$ cat src/rtl/serial_add_ctrl_pkg.sv
// Shared types and sizing helpers for the bit-serial adder controller.
package serial_add_pkg;

    // Controller states: waiting for a request, shifting bits, presenting the result
    typedef enum logic [1:0] {
        IDLE = 2'd0,
        RUN  = 2'd1,
        DONE = 2'd2
    } state_t;

    // Width of the bit counter; it only has to reach WIDTH-1, never WIDTH
    function automatic int cnt_width(input int width);
        return (width < 2) ? 1 : $clog2(width);
    endfunction

endpackage

$ cat src/rtl/serial_add_ctrl_fa_slice.sv
// Full-adder slice shared across every bit position of the serial add.
// It is composed of two half_adder cells and an OR gate.

// Single half-adder cell: propagate-style sum and generate-style carry
module half_adder (
    input  logic a,
    input  logic b,
    output logic s,
    output logic c
);

    // Pure combinational half-add
    always_comb begin
        s = a ^ b;
        c = a & b;
    end

endmodule

// Full-adder slice: first cell adds the operand bits, second folds in the carry
module serial_fa_slice (
    input  logic a,
    input  logic b,
    input  logic cin,
    output logic sum,
    output logic cout
);

    logic prop;
    logic gen;
    logic carry_prop;

    half_adder u_ha_ops (
        .a (a),
        .b (b),
        .s (prop),
        .c (gen)
    );

    half_adder u_ha_carry (
        .a (prop),
        .b (cin),
        .s (sum),
        .c (carry_prop)
    );

    // A carry leaves the slice if the operands generate one or propagate the incoming one
    always_comb begin
        cout = gen | carry_prop;
    end

endmodule

$ cat src/rtl/serial_add_ctrl.sv
// Bit-serial adder controller: one full-adder slice reused for WIDTH clocks,
// LSB first, with a start/busy/done handshake toward a host FSM.
// Optional build macro SERIAL_ADD_OVF_EN adds a signed-overflow output (ovf).
module serial_add_ctrl
    import serial_add_pkg::*;
#(
    parameter int WIDTH = 8
) (
    input  logic             clk,
    input  logic             rst,
    input  logic             start,
    input  logic [WIDTH-1:0] a,
    input  logic [WIDTH-1:0] b,
    input  logic             cin,
    output logic             busy,
    output logic             done,
    output logic [WIDTH-1:0] sum,
    output logic             cout
`ifdef SERIAL_ADD_OVF_EN
    ,
    output logic             ovf
`endif
);

    localparam int CW = cnt_width(WIDTH);
    localparam logic [CW-1:0] LAST_BIT = CW'(WIDTH - 1);

    state_t           state;
    logic [WIDTH-1:0] a_sh;
    logic [WIDTH-1:0] b_sh;
    logic             carry;
    logic [CW-1:0]    cnt;

    // Partial sum collects the low WIDTH-1 bits; the MSB joins it on the final cycle
    logic [WIDTH-2:0] sum_sh;
    logic [WIDTH-1:0] sum_next;
    logic             s_bit;
    logic             c_next;

    serial_fa_slice u_slice (
        .a    (a_sh[0]),
        .b    (b_sh[0]),
        .cin  (carry),
        .sum  (s_bit),
        .cout (c_next)
    );

    // New sum bit enters from the top so bit 0 ends up at the LSB after WIDTH shifts
    always_comb begin
        sum_next = {s_bit, sum_sh};
    end

    // Controller FSM with registered handshake and result outputs
    always_ff @(posedge clk or posedge rst) begin
        if (rst) begin
            state  <= IDLE;
            busy   <= 1'b0;
            done   <= 1'b0;
            sum    <= '0;
            cout   <= 1'b0;
            a_sh   <= '0;
            b_sh   <= '0;
            carry  <= 1'b0;
            cnt    <= '0;
            sum_sh <= '0;
`ifdef SERIAL_ADD_OVF_EN
            ovf    <= 1'b0;
`endif
        end else begin
            case (state)
                IDLE: begin
                    if (start) begin
                        a_sh   <= a;
                        b_sh   <= b;
                        carry  <= cin;
                        cnt    <= '0;
                        sum_sh <= '0;
                        busy   <= 1'b1;
                        state  <= RUN;
                    end
                end
                RUN: begin
                    sum_sh <= sum_next[WIDTH-1:1];
                    a_sh   <= a_sh >> 1;
                    b_sh   <= b_sh >> 1;
                    carry  <= c_next;
                    if (cnt == LAST_BIT) begin
                        sum   <= sum_next;
                        cout  <= c_next;
`ifdef SERIAL_ADD_OVF_EN
                        ovf   <= carry ^ c_next;
`endif
                        done  <= 1'b1;
                        state <= DONE;
                    end else begin
                        cnt <= cnt + 1'b1;
                    end
                end
                DONE: begin
                    done  <= 1'b0;
                    busy  <= 1'b0;
                    state <= IDLE;
                end
                default: begin
                    done  <= 1'b0;
                    busy  <= 1'b0;
                    state <= IDLE;
                end
            endcase
        end
    end

endmodule
$ cat config.mk
export PLATFORM = sky130hd
export DESIGN_NAME = serial_add_ctrl
export DESIGN_NICKNAME = d
export VERILOG_FILES = /design/src/rtl/serial_add_ctrl_pkg.sv /design/src/rtl/serial_add_ctrl_fa_slice.sv /design/src/rtl/serial_add_ctrl.sv
export SDC_FILE = /design/constraint.sdc
export NUM_CORES = 1
export LEC_CHECK = 0
export CAP_MARGIN = 20
export CORE_MARGIN = 5
export CORE_UTILIZATION = 35
export CTS_CLUSTER_DIAMETER = 80
export DETAILED_ROUTE_END_ITERATION = 16
export HOLD_SLACK_MARGIN = 0.12
export PLACE_DENSITY = 0.59
export SLEW_MARGIN = 20
export SYNTH_ARGS = -nofsm -noshare
export SYNTH_HDL_FRONTEND = slang
export SYNTH_SLANG_ARGS = --single-unit
$ cat constraint.sdc
create_clock -name clk -period 1.6 [get_ports clk]
set_clock_uncertainty 0.2 [all_clocks]
set_input_delay 0.32 -clock clk [delete_from_list [all_inputs] [get_ports clk]]
set_output_delay 0.32 -clock clk [all_outputs]
set_load 0.02 [all_outputs]
==> results of run 1 <==
-- Yosys cell counts, drive strengths merged --
master | number | area [um2]
clkinv | 1 | 3.75
fa | 1 | 20.0
nor3b | 6 | 45.0
mux2 | 9 | 101
dfrtp | 40 | 1000
o2bb2ai | 3 | 26.3
buf | 8 | 55.1
o21ai | 4 | 20.0
nor3 | 7 | 35.0
ha | 2 | 25.0
clkbuf | 1 | 3.75
a22oi | 3 | 22.5
a221oi | 6 | 52.6
o22a | 6 | 52.6
nand3b | 2 | 15.0
nand2b | 1 | 6.26
o221a | 2 | 22.5
nor4bb | 1 | 10.0
nor2b | 8 | 50.1
a21oi | 11 | 55.1
nor2 | 6 | 25.0
nand2 | 4 | 22.5
a22o | 7 | 61.3
inv | 8 | 30.0
or2 | 1 | 6.26
-- registers in the layout, indices dropped and copies added (netlist names) --
register  flops
done          1
state         2
cout          1
sum_sh        7
b_sh          8
busy          1
carry         1
cnt           3
sum           8
a_sh          8
-- logic make-up after synthesis --
logic type | count (synthesis)
flip-flops | 40
buffers and inverters | 18
multiplexers | 9
AO/OA/AOI/OAI | 42
AND/OR/NAND/NOR | 36
adder cells (fa/ha/maj) | 3
-- final cells by class --
type                       count  area share
sequential                    40       0.407
timing repair buffer          51       0.188
multi-input combinational     90       0.310
tap                           67      0.0340
clock inverter                 3      0.0193
clock buffer                   5      0.0279
inverter                       9      0.0142
-- layer usage --
metal,up-vias,global-route usage
li1,638,-
met1,667,0.151
met2,37,0.253
met3,8,0.0466
met4,0,0.0625
met5,-,0
-- worst max-delay path by stage --
stage / startpoint / end / slack, ps / cells past startpoint
after floorplan: cnt[0] / sum[0] / -20 / 5
after global placement: start / b_sh[1] / -270 / 5
after CTS: start / b_sh[1] / 2 / 5
after global routing: state[0] / a_sh[5] / 5 / 4
final: state[1] / cout / 60 / 4
after detailed placement: start / b_sh[1] / -350 / 5
-- metrics by stage --
stage | total power [mW] | worst slack (ps)
6_report | 4.69 | 59.4
5_1_grt | 5.03 | 5.25
3_5_place_dp | 3.79 | -348
4_1_cts | 4.63 | 2.29
2_1_floorplan | 3.00 | -21.6
3_3_place_gp | 3.67 | -271
-- report_power, final --
part	internal, mW	total (mW)	switching [mW]
Clock	0.469	0.836	0.366
Combinational	1.06	2.09	1.03
Sequential	1.48	1.76	0.283
Total	3.01	4.69	1.68
-- worst max-delay path, cell delays in order, from the launching register on --
cell and delay (ps):
dfrtp_2 470, nor2b_1 190, buf_4 170, nand2_8 80
mux2_1 320
-- repair_timing --
action / in CTS / in global routing
setup buffers: 0 / 3
gates resized for setup: 21 / 11
setup endpoints to repair: 30 / 13
pin swaps: 1 / 2
-- placed cells by master, fill, tap and decap left out, drive strengths merged, types with 3 or more instances in the layout --
cell type	instances
o22a	6
o2bb2ai	3
clkdlybuf4s50	18
a21oi	11
a22oi	3
mux2	9
inv	8
dfrtp	40
buf	21
nor2b	8
nor2	6
nor3	7
a221oi	6
clkbuf	5
a22o	7
o21ai	4
clkinv	3
dlygate4sd2	11
nand2	4
nor3b	6
==> reports/qor.yml, run 1 <==
dieWidth_um: 81.1
dieHeight_um: 81.1
dieArea_um2: 6570
ir_worst_vdd_v: 0.000632
synthMuxAreaShare: 0.0573
post-dp-hpwl_um: 2980
clockBufferDepth: 2
synth.avg_cell_area_um2: 11.9
route.met2.wl_um: 2080
syn-cell-area_um2: 1770
worst_slew_pin_slew_ps: 341
grt_pass1_wl_um: 7090
fin_util: 0.512
reg2reg_setup_slack_ps: 60
synthXorXnorAreaFrac: 0
reg2reg_to: "cout"
synth_nets: 171
r2r_start: "state[1]"
diodes: 0
cts_buffers: 5
drt-met1-wl_um: 1660
tns_ps: 0
grt_pass1_vias: 1537
arrival_ps: 1520
synth_compound_area_frac: 0.177
via_count: 1350
ioPinCount: 31
synthAdderAreaFrac: 0.0255
setup_viol: 0
area_growth_syn_to_layout_pct: 39.5
grt_max_degree: 41
hold_viol: 0
ys_ff_latch: 40
start_util: 0.367
p_per_area_nw_per_um2: 1900
drt-pass1-iter-count: 4
worst-setup-path-type: "flip-flop to flip-flop"
synth_top_family_by_area: "compound AO/OA/AOI/OAI gates"
drcViolationCount: 0
routed_via_density: 5.09
outcome: "finished, final reports clean"
cts_hold_buffers: 0
relSlewSlack: 0.772
hold_ws_ps: 180
clkTransAtPathRegs_ps: 80
syn_inst: 148
fin_crit_sh: 0.963
routed_wl_um: 4050
drive_above_1_share: 0.288
reg2reg_depth: 4
clockRootBuffer: "clkbuf_8"
core_um2: 4820
stdcell_count: 265
design_area_um2: 2470
cts_sinks: 40
antenna_found_initial: 0
drt_iter0_drc: 53
portBuffers: 30
crit_required_ps: 1580
grt.total_usage: 0.142
synth_cell_types: 30
top_layer_used: "met4"
wl_met3_um: 233
hold_class: "input port to asynchronous set/reset pin"
ant_nets: 0
row_count: 25
cts_tree: "yes"
grt_overflow: 0
fmax_mhz: 649
dpl.cell_count: 254
gp_congestion: 0.761
p_leak_nw: 1.11
crit_fanout: 10
report.final.slew_viol_count: 0
htreeDepth: 2
multi_input_area_um2: 764
place_area_um2: 2250
seq_area_frac_synth: 0.566
synth-simple-area-share: 0.122
start_kind: "flip-flop"
drv_cap: 0
finalCriticalPeriod_ps: 1540
grt_setup_unrepaired: "no"
n_fill_cell: 468
clock_latency_ps: 300
routedWlPerCell_um: 15.3
nets: 220
end_kind: "flip-flop"
register_area_um2: 1000
synth_warnings: 0
Note: power is estimated with default switching activity, not from simulation.
==> inputs of run 2 (changes only) <==
clock period = 1.4 ns   (was 1.6 ns; I/O delays follow)
==> reports/qor.yml, run 2 (synthesis results as in run 1) <==
p_comb_frac: 0.546  # was 0.446
drt_iter0_drc: 44  # was 53
clock_latency_ps: 300  # about the same
htreeDepth: 2  # unchanged
cts_tree: "yes"  # unchanged
dp_slack_ps: -511  # was -348 ps
dieArea_um2: 6570  # unchanged
drive_above_1_share: 0.520  # was 0.288
hold_class: "input port to asynchronous set/reset pin"  # unchanged
worst_slew_pin_slew_ps: 259  # was 341 ps
row_count: 25  # unchanged
routed_via_density: 4.98  # was 5.09
sw_frac_of_total: 0.360  # was 0.358
p_seq_frac: 0.331  # was 0.376
area_growth_syn_to_layout_pct: 63.4  # was 39.5%
diodes: 0  # unchanged
fin_crit_sh: 1.11  # was 0.963
grt.total_usage: 0.148  # was 0.142
hold_viol: 0  # unchanged
final_common_cell: "dfrtp_1"  # unchanged
hold_ws_ps: 130  # was 180 ps
r2r_start: "state[0]"  # was state[1]
dieWidth_um: 81.1  # unchanged
ant_nets: 0  # unchanged
mostFrequentLayoutCells: "dfrtp_1, buf_4, clkdlybuf4s50_1"  # unchanged
clockBufferDepth: 2  # unchanged
post-dp-hpwl_um: 2990  # was 2980 um
antenna_found_initial: 0  # unchanged
drt-pass1-iter-count: 4  # unchanged
fmax_mhz: 646  # was 649 MHz
grt_pass1_vias: 1509  # was 1,537
start_util: 0.367  # unchanged
setup_viol: 32  # was 0
cts_buffers: 5  # unchanged
routed_wl_um: 4430  # was 4050 um
report.final.slew_viol_count: 0  # unchanged
violations: "negative setup slack"
p_per_area_nw_per_um2: 2130  # was 1900 nW/um2
drv_cap: 0  # unchanged
outcome: "finished, violations left"  # was finished, final reports clean
core_um2: 4820  # unchanged
grt_pass1_wl_um: 7390  # was 7090 um
crit_required_ps: 1400  # was 1580 ps
ioPinCount: 31  # unchanged
end_kind: "flip-flop"  # unchanged
nets: 247  # was 220
crit_start: "state[0]"  # was state[1]
clockRootBuffer: "clkbuf_8"  # unchanged
finalCriticalPeriod_ps: 1550  # was 1540 ps
crit_fanout: 6  # was 10
routedWlPerCell_um: 15.2  # was 15.3 um
arrival_ps: 1550  # was 1520 ps
gp_congestion: 0.810  # was 0.761
dieHeight_um: 81.1  # unchanged
grt_overflow: 0  # unchanged
clockPowerShare: 0.122  # was 0.178
relSlewSlack: 0.826  # was 0.772
drcViolationCount: 0  # unchanged
grt_setup_unrepaired: "yes"  # was no
layout_setup_ws_ps: -149  # was 59.4 ps
start_kind: "flip-flop"  # unchanged
p_total_mw: 6.15  # was 4.69 mW
grt_max_degree: 41  # unchanged
reg_top3: "a_sh: 8 flops, b_sh: 8 flops, sum: 8 flops"  # unchanged
worst-setup-path-type: "flip-flop to flip-flop"  # unchanged
ir_worst_vdd_v: 0.000844  # was 0.000632 V
cts_hold_buffers: 0  # unchanged
clkTransAtPathRegs_ps: 80  # about the same
portBuffers: 30  # unchanged
switchingPower_mw: 2.21  # was 1.68 mW
p_leak_nw: 1.33  # was 1.11 nW
cts_sinks: 40  # unchanged
via_count: 1454  # was 1,350
intPower_mw: 3.94  # was 3.01 mW
run 2: cell count changes in the layout (fill, tap and decap cells not counted), moves of 4 or more:
cell	before	now
buf_6	1	14
buf_2	0	11
buf_4	19	29
dlygate4sd2_1	11	1
mux2_4	0	9
mux2_2	8	0
nor3b_1	5	0
o21ai_0	4	0
run 2: timing repair:
action | in CTS | in global routing
pin swaps | 20 | 7
buffers inserted | 5 | 3
endpoints found under the setup margin | 49 | 40
gates cloned | 2 | 1
resized for setup | 96 | 18
run 2: path summary, 6_finish.rpt:
path	end	slack (ps)	cells past startpoint
max	a_sh[5]	-150	5
min	sum[1]	130	3
max reg2reg	a_sh[5]	-150	5
min reg2reg	busy	320	2
max in group asynchronous	state[0]	650	3
min in group clk	busy	320	2
run 2: area by class of cell:
| type | count | area, um2 |
|---|---|---|
| Inverter | 9 | 35.0 |
| Multi-Input combinational cell | 91 | 975 |
| Fill cell | 410 | 1930 |
| Timing Repair Buffer | 77 | 704 |
| Clock buffer | 5 | 68.8 |
| Tap cell | 67 | 83.8 |
| Clock inverter | 3 | 18.8 |
| Sequential cell | 40 | 1000 |
run 2: power groups by stage:
stage          Combinational (mW)  Clock (mW)  Sequential (mW)
6_report                     3.36       0.752             2.04
5_1_grt                      3.61       0.844             2.12
4_1_cts                      3.18       0.776             2.03
3_5_place_dp                 2.74           0             2.02
3_3_place_gp                 2.64           0             1.99
2_1_floorplan                1.41           0             2.14
run 2: per-layer routing:
layer | track usage | up-vias | wire, um | share of wire
met4 | 0.0541 | 0 | 116 | 0.026
met5 | 0 | - | 0 | 0
met3 | 0.0399 | 9 | 230 | 0.052
li1 | - | 687 | - | -
met1 | 0.181 | 723 | 1940 | 0.44
met2 | 0.250 | 35 | 2150 | 0.48
run 2: worst max-delay path, cell delays in order, from the launching register on:
cell      delay [ps]
dfrtp_2          430
buf_12           130
nor2_4            30
or2_4            280
buf_6            140
a221oi_2         240
run 2: per-stage QoR:
| stage | setup TNS (ps) | area [um2] | cells | utilization |
|---|---|---|---|---|
| 5_1_grt | -4110 | 2890 | 292 | 0.600 |
| 4_1_cts | -2690 | 2760 | 289 | 0.574 |
| 3_3_place_gp | -11020 | 2440 | 274 | 0.507 |
| 2_1_floorplan | -1930 | 1830 | 148 | - |
| 3_5_place_dp | -12390 | 2440 | 274 | 0.507 |
| 6_report | -2920 | 2890 | 292 | 0.600 |
